===== src/rtl/ook_pkg.sv =====
// Shared definitions for the OOK modulator: state encoding, frame sizes and defaults.
// Frame length depends on OOK_PARITY_EN.
package ook_pkg;

  typedef enum logic [2:0] {
    ST_IDLE   = 3'd0,
    ST_START  = 3'd1,
    ST_DATA   = 3'd2,
    ST_PARITY = 3'd3,
    ST_STOP   = 3'd4
  } ook_state_e;

  localparam int FRAME_SYMS_NOPAR = 10;
  localparam int FRAME_SYMS_PAR   = 11;

`ifdef OOK_PARITY_EN
  localparam int FRAME_SYMS = FRAME_SYMS_PAR;
`else
  localparam int FRAME_SYMS = FRAME_SYMS_NOPAR;
`endif

  localparam logic [15:0] DEFAULT_CW         = 16'h1555;
  localparam int          DEFAULT_SYMBOL_LEN = 256;

endpackage


===== src/rtl/ook_carrier.sv =====
// Free-running 16-bit NCO phase accumulator; the carrier is the accumulator MSB.
// It is never re-phased, so the carrier is continuous across frames.
module ook_carrier
  import ook_pkg::*;
#(
  parameter logic [15:0] CW = DEFAULT_CW
) (
  input  logic clk,
  input  logic rst,
  output logic carrier
);

  logic [15:0] acc_q;
  logic [15:0] acc_d;

  always_comb begin
    acc_d = acc_q + CW;
  end

  always_ff @(posedge clk or posedge rst) begin
    if (rst) acc_q <= '0;
    else     acc_q <= acc_d;
  end

  assign carrier = acc_q[15];

endmodule


===== src/rtl/ook_modulator.sv =====
// OOK transmitter: serialises bytes as START, 8 data bits LSB first, optional even
// parity (OOK_PARITY_EN), STOP; each symbol gates the NCO carrier for SYMBOL_LEN clocks.
module ook_modulator
  import ook_pkg::*;
#(
  parameter logic [15:0] CW         = DEFAULT_CW,
  parameter int          SYMBOL_LEN = DEFAULT_SYMBOL_LEN
) (
  input  logic       clk,
  input  logic       rst,
  input  logic [7:0] data,
  input  logic       valid,
  output logic       ready,
  output logic       sig,
  output logic       busy
);

  localparam int                CNT_W    = (SYMBOL_LEN > 1) ? $clog2(SYMBOL_LEN) : 1;
  localparam logic [CNT_W-1:0] CNT_LOAD = CNT_W'(SYMBOL_LEN - 1);

  ook_state_e       state_q, state_d;
  logic [CNT_W-1:0] cnt_q, cnt_d;
  logic [2:0]       bit_idx_q, bit_idx_d;
  logic [7:0]       shreg_q, shreg_d;
  logic             sig_q, sig_d;
  logic             gate;
  logic             carrier;
  logic             sym_end;
  logic             accept;
`ifdef OOK_PARITY_EN
  logic             par_q, par_d;
`endif

  ook_carrier #(.CW(CW)) u_carrier (
    .clk     (clk),
    .rst     (rst),
    .carrier (carrier)
  );

  // ready is held low for the whole time rst is asserted, not just after the edge.
  assign ready   = (state_q == ST_IDLE) && !rst;
  assign busy    = (state_q != ST_IDLE);
  assign sig     = sig_q;
  assign accept  = valid && ready;
  assign sym_end = (cnt_q == '0);

  always_comb begin
    state_d   = state_q;
    cnt_d     = cnt_q;
    bit_idx_d = bit_idx_q;
    shreg_d   = shreg_q;
`ifdef OOK_PARITY_EN
    par_d     = par_q;
`endif
    gate      = 1'b0;

    case (state_q)
      ST_IDLE: begin
        if (accept) begin
          state_d   = ST_START;
          cnt_d     = CNT_LOAD;
          bit_idx_d = 3'd0;
          shreg_d   = data;
`ifdef OOK_PARITY_EN
          par_d     = ^data;
`endif
        end
      end
      ST_START: begin
        gate = 1'b1;
        if (sym_end) begin
          state_d = ST_DATA;
          cnt_d   = CNT_LOAD;
        end else begin
          cnt_d = cnt_q - 1'b1;
        end
      end
      ST_DATA: begin
        gate = shreg_q[0];
        if (sym_end) begin
          shreg_d   = {1'b0, shreg_q[7:1]};
          bit_idx_d = bit_idx_q + 3'd1;
          cnt_d     = CNT_LOAD;
          if (bit_idx_q == 3'd7) begin
`ifdef OOK_PARITY_EN
            state_d = ST_PARITY;
`else
            state_d = ST_STOP;
`endif
          end
        end else begin
          cnt_d = cnt_q - 1'b1;
        end
      end
`ifdef OOK_PARITY_EN
      ST_PARITY: begin
        gate = par_q;
        if (sym_end) begin
          state_d = ST_STOP;
          cnt_d   = CNT_LOAD;
        end else begin
          cnt_d = cnt_q - 1'b1;
        end
      end
`endif
      ST_STOP: begin
        if (sym_end) begin
          state_d = ST_IDLE;
          cnt_d   = '0;
        end else begin
          cnt_d = cnt_q - 1'b1;
        end
      end
      default: begin
        state_d = ST_IDLE;
        cnt_d   = '0;
      end
    endcase

    sig_d = gate & carrier;
  end

  always_ff @(posedge clk or posedge rst) begin
    if (rst) begin
      state_q   <= ST_IDLE;
      cnt_q     <= '0;
      bit_idx_q <= 3'd0;
      sig_q     <= 1'b0;
    end else begin
      state_q   <= state_d;
      cnt_q     <= cnt_d;
      bit_idx_q <= bit_idx_d;
      sig_q     <= sig_d;
    end
  end

  // Payload registers need no reset: they are always loaded on accept before use.
  always_ff @(posedge clk) begin
    shreg_q <= shreg_d;
`ifdef OOK_PARITY_EN
    par_q   <= par_d;
`endif
  end

endmodule


===== config.mk =====
export PLATFORM = sky130hd
export DESIGN_NAME = ook_modulator
export DESIGN_NICKNAME = d
export VERILOG_FILES = /design/src/rtl/ook_pkg.sv /design/src/rtl/ook_carrier.sv /design/src/rtl/ook_modulator.sv
export SDC_FILE = /design/constraint.sdc
export NUM_CORES = 1
export LEC_CHECK = 0
export ABC_CLOCK_PERIOD_IN_PS = 2800
export CORE_ASPECT_RATIO = 1.2
export CORE_MARGIN = 3
export CORE_UTILIZATION = 40
export DETAILED_ROUTE_END_ITERATION = 10
export PLACE_DENSITY = 0.66
export SYNTH_ARGS = -nofsm -noshare
export SYNTH_HDL_FRONTEND = slang
export SYNTH_SLANG_ARGS = --single-unit

===== constraint.sdc =====
create_clock -name clk -period 2.8 [get_ports clk]
set_clock_uncertainty 0.2 [all_clocks]
set_input_delay 0.56 -clock clk [delete_from_list [all_inputs] [get_ports clk]]
set_output_delay 0.56 -clock clk [all_outputs]
set_load 0.005 [all_outputs]

**Yosys cells after proc, flatten, opt, wreduce, memory -nomap -nowiden**

Cells that the tools add are included.

- Equal/unequal tests: 9
- Reductions and logical operators: 10
- Bitwise gates (word level): 1
- Add/subtract/negate cells: 3
- Muxes and demuxes: 17

Operators with widths:

| operator | number |
|---|---|
| 2-to-1 mux 8 bit | 5 |
| case mux 8 bit (3 select lines) | 1 |
| 2-to-1 mux 3 bit | 7 |
| adder 16 x 13 -> 16 bit (second input constant) | 1 |
| case mux 8 bit (2 select lines) | 1 |
| case mux 3 bit (4 select lines) | 1 |
| inequality test 2 bit (second input constant) | 5 |
| logical NOT 8 bit | 1 |
| subtractor 8 x 1 -> 8 bit (second input constant) | 1 |
| == test 3 bit (second input constant) | 2 |
| case mux 3 bit (2 select lines) | 1 |
| AND reduction 5 bit | 1 |
| adder 3 x 1 -> 3 bit (second input constant) | 1 |
| == test 3 x 1 -> 1 bit (second input constant) | 1 |
| == test 3 x 2 -> 1 bit (second input constant) | 1 |
| logical NOT 3 bit | 1 |
| AND reduction 3 bit | 1 |
| nonzero test 3 bit | 1 |
| logical AND 1 bit | 2 |
| case mux 1 bit (2 select lines) | 1 |
| nonzero test 2 bit | 1 |
| OR reduction 2 bit | 1 |
| AND 1 bit | 1 |
| logical NOT 1 bit | 1 |

- Output and inout bits: 3
- Bits in registers: 39
- Word-level logic and storage cells: 46

**Logic depth before layout (Yosys ltp)**

Gate-level depths: netlist (run 1).

- Word-level depth: 5
- Mapped depth: 8
- Gate-level depth less buffers: 7

**Hierarchy**

A second synthesis (run 1) with hierarchy kept.

- Cells, all modules: 196
- Area total of the unflattened synthesis: 2,080.7 um2

Modules (own cells, without submodules):

| module | cells each | area an instance (um2) | instances |
|---|---|---|---|
| ook_modulator | 124 | 1,297.5 | 1 |
| ook_carrier | 72 | 783.3 | 1 |

**Worst setup path before layout (run 1)**

Ideal clock, no wire load.

- Path type: reg2reg
- Start point: register cnt_q[0]
- End point: register shreg_q[0] (enable)
- Library setup time: 0.329 ns
- Cell stages (with the launch flop): 8
- Slack: 0.418 ns
- Clock period less this slack: 2.382 ns
- Data arrival time: 1.853 ns
- Path through: dfrtp_1 > inv_1 > ha_1 > or4b_4 > and2b_2 > buf_4 > nand2_1 > nand2_1

- Word-level cells in the longest chain between the ends: 3

Ends and longest elaborated chain:

| what | line | text |
|---|---|---|
| start: declaration | ook_modulator.sv:22 | `logic [CNT_W-1:0] cnt_q, cnt_d;` |
| start signal: assignment | ook_modulator.sv:131 | `cnt_q <= cnt_d;` |
| logical NOT 8 bit | ook_modulator.sv:45 | `assign sym_end = (cnt_q == '0);` |
| inequality test 2 bit (no line) | -- |  |
| AND reduction 3 bit (no line) | -- |  |
| end signal: assignment | ook_modulator.sv:139 | `shreg_q <= shreg_d;` |
| end: declaration | ook_modulator.sv:24 | `logic [7:0] shreg_q, shreg_d;` |

No other way between the ends.
A chain may end at the register's enable or synchronous reset.

**Worst setup path after layout (run 1)**

- Start point: register state_q[0]
- End point: output ready

- Word-level cells in the longest chain between the ends: 2

Ends and longest elaborated chain:

| what | line | text |
|---|---|---|
| start: declaration | ook_modulator.sv:21 | `ook_state_e state_q, state_d;` |
| start signal: assignment | ook_modulator.sv:130 | `state_q <= state_d;` |
| logical NOT 3 bit | ook_modulator.sv:41 | `assign ready = (state_q == ST_IDLE) && !rst;` |
| logical AND 1 bit | ook_modulator.sv:41 |  |
| end: declaration | ook_modulator.sv:13 | `output logic ready,` |

No other way between the ends.

==> impl_metrics.env, run 1 <==
export IMPL_status="complete, no violations"
export IMPL_worst_skew_pair_late_latency_ns=0.29
export IMPL_critical_path_startpoint_type="register"
export IMPL_synth_largest_type_area_fraction_pct=38.5
export IMPL_first_iter_violations=138
export IMPL_route_detailed_drc=0
export IMPL_routed_via_count=1514
export IMPL_io_buffer_count=13
export IMPL_place_detailed_hpwl_um=2710
export IMPL_p_total_mw=1.75
export IMPL_holdBufCountCts=0
export IMPL_synth_cells=190
export IMPL_boundaryPins=14
export IMPL_power_dissipated_by_switching_net_loads_mw=0.609
export IMPL_yosysWarnings=0
export IMPL_layout_area_overhead_vs_synth_pct=15.7
export IMPL_drt_wl_total_um=3760
export IMPL_detailedRoute_firstPassIterationCount=4
export IMPL_power_frac_seq_pct=46.0
export IMPL_floorplan_initialDensity_pct=42.6
export IMPL_grt_antenna_before_repair=0
export IMPL_seq_total_area_yosys_pct=50.4
export IMPL_clk_path_buf_depth=2
export IMPL_setup_viol=0
export IMPL_postSynthRegisterBits=39
export IMPL_worst_path_max_fanout=12
export IMPL_htreeDepth=2
export IMPL_global_route_usage_total_pct=14.1
export IMPL_die_w_um=70.8
export IMPL_crit_start="state_q[0]$_DFFE_PP0P_"
export IMPL_top_cells_by_area_in_the_synthesized_netlist="dfrtp_1 (38%), edfxtp_1 (12%), mux2_2 (3.9%)"
export IMPL_worst_r2r_startpoint="cnt_q[0]$_DFFE_PP0P_"
export IMPL_drt_wirelength_per_cell_um=13.9
export IMPL_fin_crit_ns=2.55
export IMPL_layout_worst_path_cycle_share_pct=91.2
export IMPL_synth_distinct_cells=54
export IMPL_mostFrequentLayoutCells="dfrtp_1 (31), nor2_1 (13), o21ai_0 (13), clkdlybuf4s50_1 (13), inv_1 (11)"
export IMPL_layout_nets=227
export IMPL_cts_root_buf="clkbuf_8"
export IMPL_postSynthAreaPerCell_um2=10.6
export IMPL_ctsResizeCount=0
export IMPL_dieHeight_um=83.8
export IMPL_share_comb_of_total_power_pct=33.0
export IMPL_timing_rr_end="shreg_q[0]$_DFFE_PP_"
export IMPL_cts_clock_pin_slew_for_the_worst_setup_and_hold_paths_ns=0.07
export IMPL_drtAntennaViolNets=0
export IMPL_timing_max_transition_violations_final=0
export IMPL_power_per_cell_area_mw_per_mm2=750
export IMPL_vias_in_the_first_global_route=1485
export IMPL_syn_nets=205
export IMPL_async_flop_share_pct=79.5
export IMPL_routabilityCongestion=0.871
export IMPL_worst_hold_path_type="register to register"
export IMPL_reg2reg_depth=6
export IMPL_synth_edf_count=8
export IMPL_cts_buffers_inserted=5
export IMPL_yosys_area_top_type="dfrtp_1"
export IMPL_hold_ws_ns=0.258
export IMPL_setup_worst_path_end="ready"
export IMPL_globalRoute_totalOverflow=0
export IMPL_mappedNetlistArea_mm2=0.00202
export IMPL_power_leakage_nw=0.959
export IMPL_worstMarginPinSlew_ns=0.601
export IMPL_p_sw_share_pct=34.9
export IMPL_antenna_diode_count=0
export IMPL_drive_gt1_share_pct=14.1
export IMPL_criticalPathCategory="register to primary output"
export IMPL_slew_limit_headroom_pct=59.8
export IMPL_power_frac_clock_pct=21.0
export IMPL_layout_cells_most_common="dfrtp_1"
export IMPL_critical_path_endpoint_type="primary output"
export IMPL_finalHoldViolCount=0
export IMPL_worst_ep_required_time_ns=2.04
export IMPL_clock_sinks=39
export IMPL_rrSetupSlack_ns=0.36
export IMPL_max_vdd_ir_drop_uv=309
export IMPL_totalNegativeSetupSlack_ns=0
export IMPL_cts_tree="built"
export IMPL_die_area_mm2=0.00593
export IMPL_grt_first_pass_wirelength_um=6710
export IMPL_vias_per_cell=5.59
export IMPL_placeable_area_mm2=0.00473
export IMPL_drv_max_cap_violation_count=0
export IMPL_arrival_ns=1.79
export IMPL_rsz0062_at_grt="no"
export IMPL_row_count=27
export IMPL_ys_flop_type="dfrtp_1"
export IMPL_largest_net_degree_at_the_start_of_global_routing=27
export IMPL_p_int_mw=1.14
export IMPL_maxClockFrequency_mhz=392
export IMPL_post_cts_repair_setup_buffers=0
-- power groups by stage --
stage | Clock, mW | Sequential (mW) | Combinational (mW)
3_5_place_dp | 0 | 0.812 | 0.578
6_report | 0.367 | 0.804 | 0.577
2_1_floorplan | 0 | 0.766 | 0.448
3_3_place_gp | 0 | 0.813 | 0.574
4_1_cts | 0.379 | 0.802 | 0.579
5_1_grt | 0.399 | 0.823 | 0.654
-- worst min path at each step --
stage	start	endpoint	slack, ns	cells past startpoint
2_1_floorplan	u_carrier.acc_q[0]$_DFF_PP0_	u_carrier.acc_q[0]$_DFF_PP0_	0.22	1
3_5_place_dp	u_carrier.acc_q[0]$_DFF_PP0_	u_carrier.acc_q[0]$_DFF_PP0_	0.25	1
6_report	u_carrier.acc_q[0]$_DFF_PP0_	u_carrier.acc_q[0]$_DFF_PP0_	0.26	1
5_1_grt	u_carrier.acc_q[0]$_DFF_PP0_	u_carrier.acc_q[0]$_DFF_PP0_	0.29	1
4_1_cts	u_carrier.acc_q[0]$_DFF_PP0_	u_carrier.acc_q[0]$_DFF_PP0_	0.26	1
3_3_place_gp	u_carrier.acc_q[0]$_DFF_PP0_	u_carrier.acc_q[0]$_DFF_PP0_	0.24	1
-- stage by stage --
stage                     util (%)  cell area (µm²)  instances  setup slack, ns
after floorplan                  -             2020        190            0.418
final                         49.3             2330        271            0.247
after global routing          49.3             2330        271           0.0760
after global placement        47.5             2250        263            0.400
after detailed placement      47.5             2250        263            0.356
after CTS                     49.3             2330        271            0.229
-- metal layers --
layer | part of all wire (%) | routed length [µm] | global-route usage, %
met5 | 0 | 0 | 0
met4 | 1.7 | 63 | 5.30
met3 | 4.5 | 169 | 3.61
met2 | 47 | 1780 | 22.8
met1 | 47 | 1750 | 18.0
-- sequential cells by signal, indices dropped and copies added (netlist names) --
| register | cells |
|---|---|
| u_carrier.acc_q | 16 |
| cnt_q | 8 |
| shreg_q | 8 |
| bit_idx_q | 3 |
| state_q | 3 |
| sig | 1 |
-- synth_stat cells (2+ instances only) --
library cell and instances:
or3_1 4, nand2_1 9, o22ai_1 2, mux2_2 7
clkbuf_1 2, o21a_1 6, o21ai_0 13, o32ai_1 2
nor3_1 4, nand2b_1 4, ha_1 4, nor2_1 13
nand3_1 8, nand4_1 2, nor2b_1 5, inv_1 11
dfrtp_1 31, xnor2_1 9, o31ai_1 2, xor2_1 2
edfxtp_1 8, a21oi_1 10
-- final cells by class --
type,instances,area [µm²]
fillers,432,2400
flip-flops and latches,39,1020
multi-input cells,135,935
repair buffers,20,183
clock buffers,6,72.6
well taps,58,72.6
inverters,11,41.3
clock inverters,2,12.5
-- worst max-delay path, cell delays in order, from the launching register on --
cell and delay (ns):
dfrtp_1 0.51, nor3_1 0.24, inv_1 0.16, nor2_1 0.11
clkdlybuf4s50_1 0.50
-- cells by family after synthesis --
kind of cell    after synthesis  synth area share, %
compound gates               52                 18.3
simple gates                 60                 16.4
mux                           7                 3.91
buf+inv                      16                 3.23
xor+xnor                     11                 4.78
flops                        39                 50.4
fa+ha+maj                     5                 2.98
(Power assumes the default switching activity.)
==> inputs of run 2 (changes only) <==
Settings changed: CORE_MARGIN 3 to unset, SETUP_SLACK_MARGIN set to 0.3.
==> run 2 against run 1 <==
- first-iteration DRC count is 24% lower
- register-to-register slack improved by 0.06 ns
- non-clock buffer count grew 2
- largest cell class unchanged
==> impl_metrics.env, run 2 (synthesis results as in run 1) <==
export IMPL_status="complete, no violations"
export IMPL_largest_register_ff_count=16
export IMPL_vias_in_the_first_global_route=1516
export IMPL_drive_gt1_share_pct=16.3
export IMPL_p_sw_share_pct=35.0
export IMPL_boundaryPins=14
export IMPL_power_dissipated_by_switching_net_loads_mw=0.634
export IMPL_criticalPathCategory="register to primary output"
export IMPL_top_regs="u_carrier.acc_q: 16 flops, cnt_q: 8 flops, shreg_q: 8 flops"
export IMPL_first_iter_violations=105
export IMPL_die_w_um=66.8
export IMPL_layout_worst_path_cycle_share_pct=85.6
export IMPL_power_leakage_nw=0.979
export IMPL_fin_crit_ns=2.40
export IMPL_cts_tree="built"
export IMPL_placeable_area_mm2=0.00473
export IMPL_floorplan_initialDensity_pct=42.6
export IMPL_power_frac_seq_pct=43.9
export IMPL_critical_path_startpoint_type="register"
export IMPL_route_detailed_drc=0
export IMPL_worst_ep_required_time_ns=2.04
export IMPL_slew_limit_headroom_pct=57.2
export IMPL_place_detailed_hpwl_um=2860
export IMPL_die_area_mm2=0.00533
export IMPL_io_buffer_count=13
export IMPL_largest_register="u_carrier.acc_q"
export IMPL_routed_via_count=1522
export IMPL_drtAntennaViolNets=0
export IMPL_finish_instance_area_mm2=0.00237
export IMPL_max_vdd_ir_drop_uv=277
export IMPL_drv_max_cap_violation_count=0
export IMPL_finalHoldViolCount=0
export IMPL_antenna_diode_count=0
export IMPL_power_per_cell_area_mw_per_mm2=766
export IMPL_mostFrequentLayoutCells="dfrtp_1 (30), nor2_1 (13), o21ai_0 (13), clkdlybuf4s50_1 (13), inv_1 (11)"
export IMPL_detailedRoute_firstPassIterationCount=4
export IMPL_layout_cells_most_common="dfrtp_1"
export IMPL_worstMarginPinSlew_ns=0.640
export IMPL_rsz0062_at_grt="no"
export IMPL_drt_wirelength_per_cell_um=14.9
export IMPL_drt_wl_total_um=4070
export IMPL_clock_sinks=39
export IMPL_globalRoute_totalOverflow=0
export IMPL_layout_area_overhead_vs_synth_pct=17.4
export IMPL_worst_hold_path_type="register to register"
export IMPL_arrival_ns=1.64
export IMPL_totalNegativeSetupSlack_ns=0
export IMPL_largest_net_degree_at_the_start_of_global_routing=25
export IMPL_p_int_mw=1.18
export IMPL_dieHeight_um=79.8
export IMPL_timing_max_transition_violations_final=0
export IMPL_grt_antenna_before_repair=0
export IMPL_holdBufCountCts=0
export IMPL_cts_buffers_inserted=5
export IMPL_row_count=27
export IMPL_clk_path_buf_depth=2
export IMPL_vias_per_cell=5.58
export IMPL_placed_area_mm2=0.00225
export IMPL_worst_path_max_fanout=5
export IMPL_cts_clock_pin_slew_for_the_worst_setup_and_hold_paths_ns=0.07
export IMPL_setup_viol=0
export IMPL_share_comb_of_total_power_pct=34.1
export IMPL_critical_path_endpoint_type="primary output"
export IMPL_worst_skew_pair_late_latency_ns=0.29
export IMPL_layout_nets=229
export IMPL_routabilityCongestion=0.889
export IMPL_global_route_usage_total_pct=17.2
export IMPL_cts_root_buf="clkbuf_8"
export IMPL_grt_first_pass_wirelength_um=6910
export IMPL_power_frac_clock_pct=22.0
export IMPL_maxClockFrequency_mhz=417
export IMPL_htreeDepth=2
-- run 2: changes by cell type in the layout (fill, tap and decap cells not counted), sizes merged --
| cell | delta |
|---|---|
| clkinvlp | -1 |
| clkbuf | +1 |
| buf | +2 |
-- run 2: area by class of cell --
type | instances | area (µm²)
Sequential cell | 39 | 1020
Clock inverter | 1 | 8.76
Timing Repair Buffer | 22 | 198
Clock buffer | 7 | 86.3
Multi-Input combinational cell | 135 | 942
Fill cell | 444 | 2360
Inverter | 11 | 41.3
Tap cell | 58 | 72.6
-- run 2: final timing paths --
kind                                         startpoint                           end  slack (ns)  cells past startpoint
min in group asynchronous                           rst          cnt_q[5]$_DFFE_PP0P_        0.39                      2
min                        u_carrier.acc_q[0]$_DFF_PP0_  u_carrier.acc_q[0]$_DFF_PP0_        0.27                      1
max reg2reg                        cnt_q[0]$_DFFE_PP0P_          cnt_q[5]$_DFFE_PP0P_        0.42                      7
max in group asynchronous                           rst        state_q[0]$_DFFE_PP0P_        1.36                      3
min reg2reg                u_carrier.acc_q[0]$_DFF_PP0_  u_carrier.acc_q[0]$_DFF_PP0_        0.27                      1
max                              state_q[2]$_DFFE_PP0P_                         ready        0.40                      4
-- run 2: routing by layer --
metal  share of wire [%]  track usage, %  wire [µm]
met5                   0               0          0
met4                 1.7            6.38         71
met3                 4.0            4.43        164
met2                  47            26.5       1930
met1                  47            23.0       1910
-- run 2: critical path, stage by stage, from the launching register on --
cell and delay (ns):
dfrtp_1 0.39, nor3_2 0.21, inv_1 0.13, nor2_1 0.11
clkdlybuf4s50_1 0.50
-- run 2: stage by stage --
step | total power [mW] | utilization [%] | std cells | setup WS (ns) | hold slack, ns
CTS | 1.81 | 49.8 | 272 | 0.329 | 0.260
global placement | 1.40 | 47.7 | 264 | 0.397 | 0.245
detailed placement | 1.40 | 47.7 | 264 | 0.393 | 0.250
finish | 1.81 | 50.0 | 273 | 0.404 | 0.267
floorplan | 1.21 | - | 190 | 0.418 | 0.222
global route | 1.93 | 50.0 | 273 | 0.306 | 0.290
-- run 2: power groups by stage --
stage          Clock [mW]  Combinational, mW  Sequential, mW
2_1_floorplan           0              0.448           0.766
3_3_place_gp            0              0.582           0.817
3_5_place_dp            0              0.582           0.817
4_1_cts             0.411              0.588           0.807
5_1_grt             0.435              0.692           0.808
6_report            0.399              0.618           0.795
-- run 2: timing repair --
item,in CTS,in global routing
setup endpoints to repair,1,10
resized for setup,2,1
pin swaps,0,1
setup buffers,0,1
==> inputs of run 3 (changes only) <==
Settings changed: RECOVER_POWER set to 50.
==> run 3 against run 2 <==
- sequential share of layout area is 0.11 points higher
- hold slack improved by 0.0034 ns
- register-to-register slack is essentially flat
- largest power group unchanged
- setup slack lost 0.11 ns
- via count is 0.13% higher
- largest cell class unchanged
- wire length about the same
- cell area decreased by 0.26%
==> impl_metrics.env, run 3 (synthesis results as in run 1) <==
export IMPL_status="complete, no violations"
export IMPL_top_regs="u_carrier.acc_q: 16 flops, cnt_q: 8 flops, shreg_q: 8 flops"
export IMPL_worstMarginPinSlew_ns=0.630
export IMPL_drt_wl_total_um=4080
export IMPL_layout_cells_most_common="dfrtp_1"
export IMPL_critical_path_slowest_cell="dlygate4sd3_1"
export IMPL_totalNegativeSetupSlack_ns=0
export IMPL_worst_ep_required_time_ns=2.04
export IMPL_timing_rr_end="cnt_q[5]$_DFFE_PP0P_"
export IMPL_power_frac_clock_pct=22.1
export IMPL_first_iter_violations=102
export IMPL_fin_crit_ns=2.51
export IMPL_p_sw_share_pct=35.1
export IMPL_min_to="u_carrier.acc_q[0]$_DFF_PP0_"
export IMPL_routabilityCongestion=0.889
export IMPL_layout_setup_ws_ns=0.291
export IMPL_vias_in_the_first_global_route=1516
export IMPL_critical_path_endpoint_type="primary output"
export IMPL_worst_hold_path_type="register to register"
export IMPL_worst_path_dominant_cell_family="buffers and inverters"
export IMPL_cts_buffers_inserted=5
export IMPL_vias_per_cell=5.58
export IMPL_sequential_cell_area_mm2=0.00102
export IMPL_rrSetupSlack_ns=0.42
export IMPL_drt_wirelength_per_cell_um=14.9
export IMPL_worst_r2r_startpoint="cnt_q[0]$_DFFE_PP0P_"
export IMPL_routed_via_count=1524
export IMPL_drive_gt1_share_pct=15.8
export IMPL_cts_tree="built"
export IMPL_global_route_usage_total_pct=17.2
export IMPL_layout_worst_path_cycle_share_pct=89.6
export IMPL_grt_antenna_before_repair=0
export IMPL_antenna_diode_count=0
export IMPL_met2RoutedLength_um=1920
export IMPL_worst_skew_pair_late_latency_ns=0.29
export IMPL_setup_viol=0
export IMPL_clock_sinks=39
export IMPL_cts_clock_pin_slew_for_the_worst_setup_and_hold_paths_ns=0.07
export IMPL_dieHeight_um=79.8
export IMPL_floorplan_initialDensity_pct=42.6
export IMPL_die_w_um=66.8
export IMPL_place_detailed_instances=264
export IMPL_drt_met1_wl_um=1920
export IMPL_placed_area_mm2=0.00225
export IMPL_place_detailed_hpwl_um=2860
export IMPL_slew_limit_headroom_pct=57.8
export IMPL_finish_cell_count_without_fillers=273
export IMPL_rsz0062_at_grt="no"
export IMPL_holdBufCountCts=0
export IMPL_dr_max_layer_used="met4"
export IMPL_die_area_mm2=0.00533
export IMPL_p_int_mw=1.17
export IMPL_row_count=27
export IMPL_grt_first_pass_wirelength_um=6910
export IMPL_critical_path_cell_chain="dlygate4sd3_1 > nor2_1 > clkdlybuf4s50_1"
export IMPL_layout_nets=229
export IMPL_globalRoute_totalOverflow=0
export IMPL_whs_path_cells=1
export IMPL_critical_path_startpoint_type="input pin"
export IMPL_layout_area_overhead_vs_synth_pct=17.1
export IMPL_clk_path_buf_depth=2
export IMPL_criticalPathCategory="input pin to primary output"
export IMPL_htreeDepth=2
export IMPL_power_frac_seq_pct=44.0
export IMPL_fill_cells=445
export IMPL_cts_root_buf="clkbuf_8"
export IMPL_multi_input_gate_area_in_the_final_layout_um2=942
export IMPL_final_util_pct=49.9
export IMPL_max_vdd_ir_drop_uv=277
export IMPL_reg2reg_depth=7
export IMPL_placeable_area_mm2=0.00473
export IMPL_largest_net_degree_at_the_start_of_global_routing=25
export IMPL_boundaryPins=14
export IMPL_hold_ws_ns=0.270
export IMPL_worst_path_max_fanout=3
export IMPL_drtAntennaViolNets=0
export IMPL_preCtsSetupSlack_ns=0.393
export IMPL_met3WireLength_um=166
export IMPL_detailedRoute_firstPassIterationCount=4
export IMPL_route_detailed_drc=0
export IMPL_finish_instance_area_mm2=0.00236
export IMPL_largest_register="u_carrier.acc_q"
export IMPL_largest_register_ff_count=16
export IMPL_critical_path_buf_inv_count=2
export IMPL_arrival_ns=1.75
export IMPL_share_comb_of_total_power_pct=33.9
export IMPL_io_buffer_count=13
export IMPL_mostFrequentLayoutCells="dfrtp_1 (30), nor2_1 (13), o21ai_0 (13)"
export IMPL_timing_max_transition_violations_final=0
export IMPL_p_total_mw=1.80
export IMPL_power_leakage_nw=0.976
export IMPL_finalHoldViolCount=0
export IMPL_critical_path_max_stage_delay_ns=0.57
export IMPL_power_per_cell_area_mw_per_mm2=765
export IMPL_drv_max_cap_violation_count=0
export IMPL_power_dissipated_by_switching_net_loads_mw=0.634
export IMPL_holdCritStartpoint="u_carrier.acc_q[0]$_DFF_PP0_"
export IMPL_maxClockFrequency_mhz=399
## run 3: cell count changes in the layout (fill, tap and decap cells not counted), sizes merged
cell,previous run,this run
clkdlybuf4s50,13,12
clkbuf,7,9
buf,9,7
dlygate4sd3,0,1
## run 3: power by group through the flow
| stage | combinational [mW] | sequential (mW) | clock [mW] |
|---|---|---|---|
| after global routing | 0.685 | 0.808 | 0.435 |
| after detailed placement | 0.582 | 0.817 | 0 |
| after floorplan | 0.448 | 0.766 | 0 |
| after CTS | 0.588 | 0.807 | 0.411 |
| final | 0.611 | 0.795 | 0.399 |
| after global placement | 0.582 | 0.817 | 0 |
## run 3: worst max-delay path by stage
stage / endpoint / slack (ns) / from / cells after the start
floorplan: shreg_q[0]$_DFFE_PP_ / 0.42 / cnt_q[0]$_DFFE_PP0P_ / 7
detailed placement: shreg_q[3]$_DFFE_PP_ / 0.39 / cnt_q[0]$_DFFE_PP0P_ / 6
CTS: ready / 0.33 / state_q[0]$_DFFE_PP0P_ / 4
finish: ready / 0.29 / rst / 3
global placement: shreg_q[6]$_DFFE_PP_ / 0.40 / cnt_q[0]$_DFFE_PP0P_ / 6
global route: ready / 0.23 / rst / 3
## run 3: what timing repair did
action                     4_1_cts  5_1_grt
buffers inserted                 0        1
pin swaps                        0        1
setup endpoints to repair        1       10
resized for setup                2        1
## run 3: area by class of cell
type	count	area share [%]
Clock inverter	1	0.371
Clock buffer	7	3.66
Sequential cell	39	43.1
Multi-Input combinational cell	135	39.9
Tap cell	58	3.08
Timing Repair Buffer	22	8.11
Inverter	11	1.75
## run 3: layer usage
| metal | vias to the layer above | track usage [%] |
|---|---|---|
| met3 | 7 | 4.43 |
| met5 | - | 0 |
| met4 | 0 | 6.38 |
| met1 | 742 | 23.0 |
| met2 | 36 | 26.5 |
| li1 | 739 | - |
## run 3: worst register-to-register path, cell delays in order (launching register included)
cell	delay, ns
dfrtp_1	0.42
inv_1	0.11
ha_1	0.22
or4b_4	0.50
nand2b_4	0.20
a31oi_4	0.25
o21ai_2	0.09
a221o_1	0.28
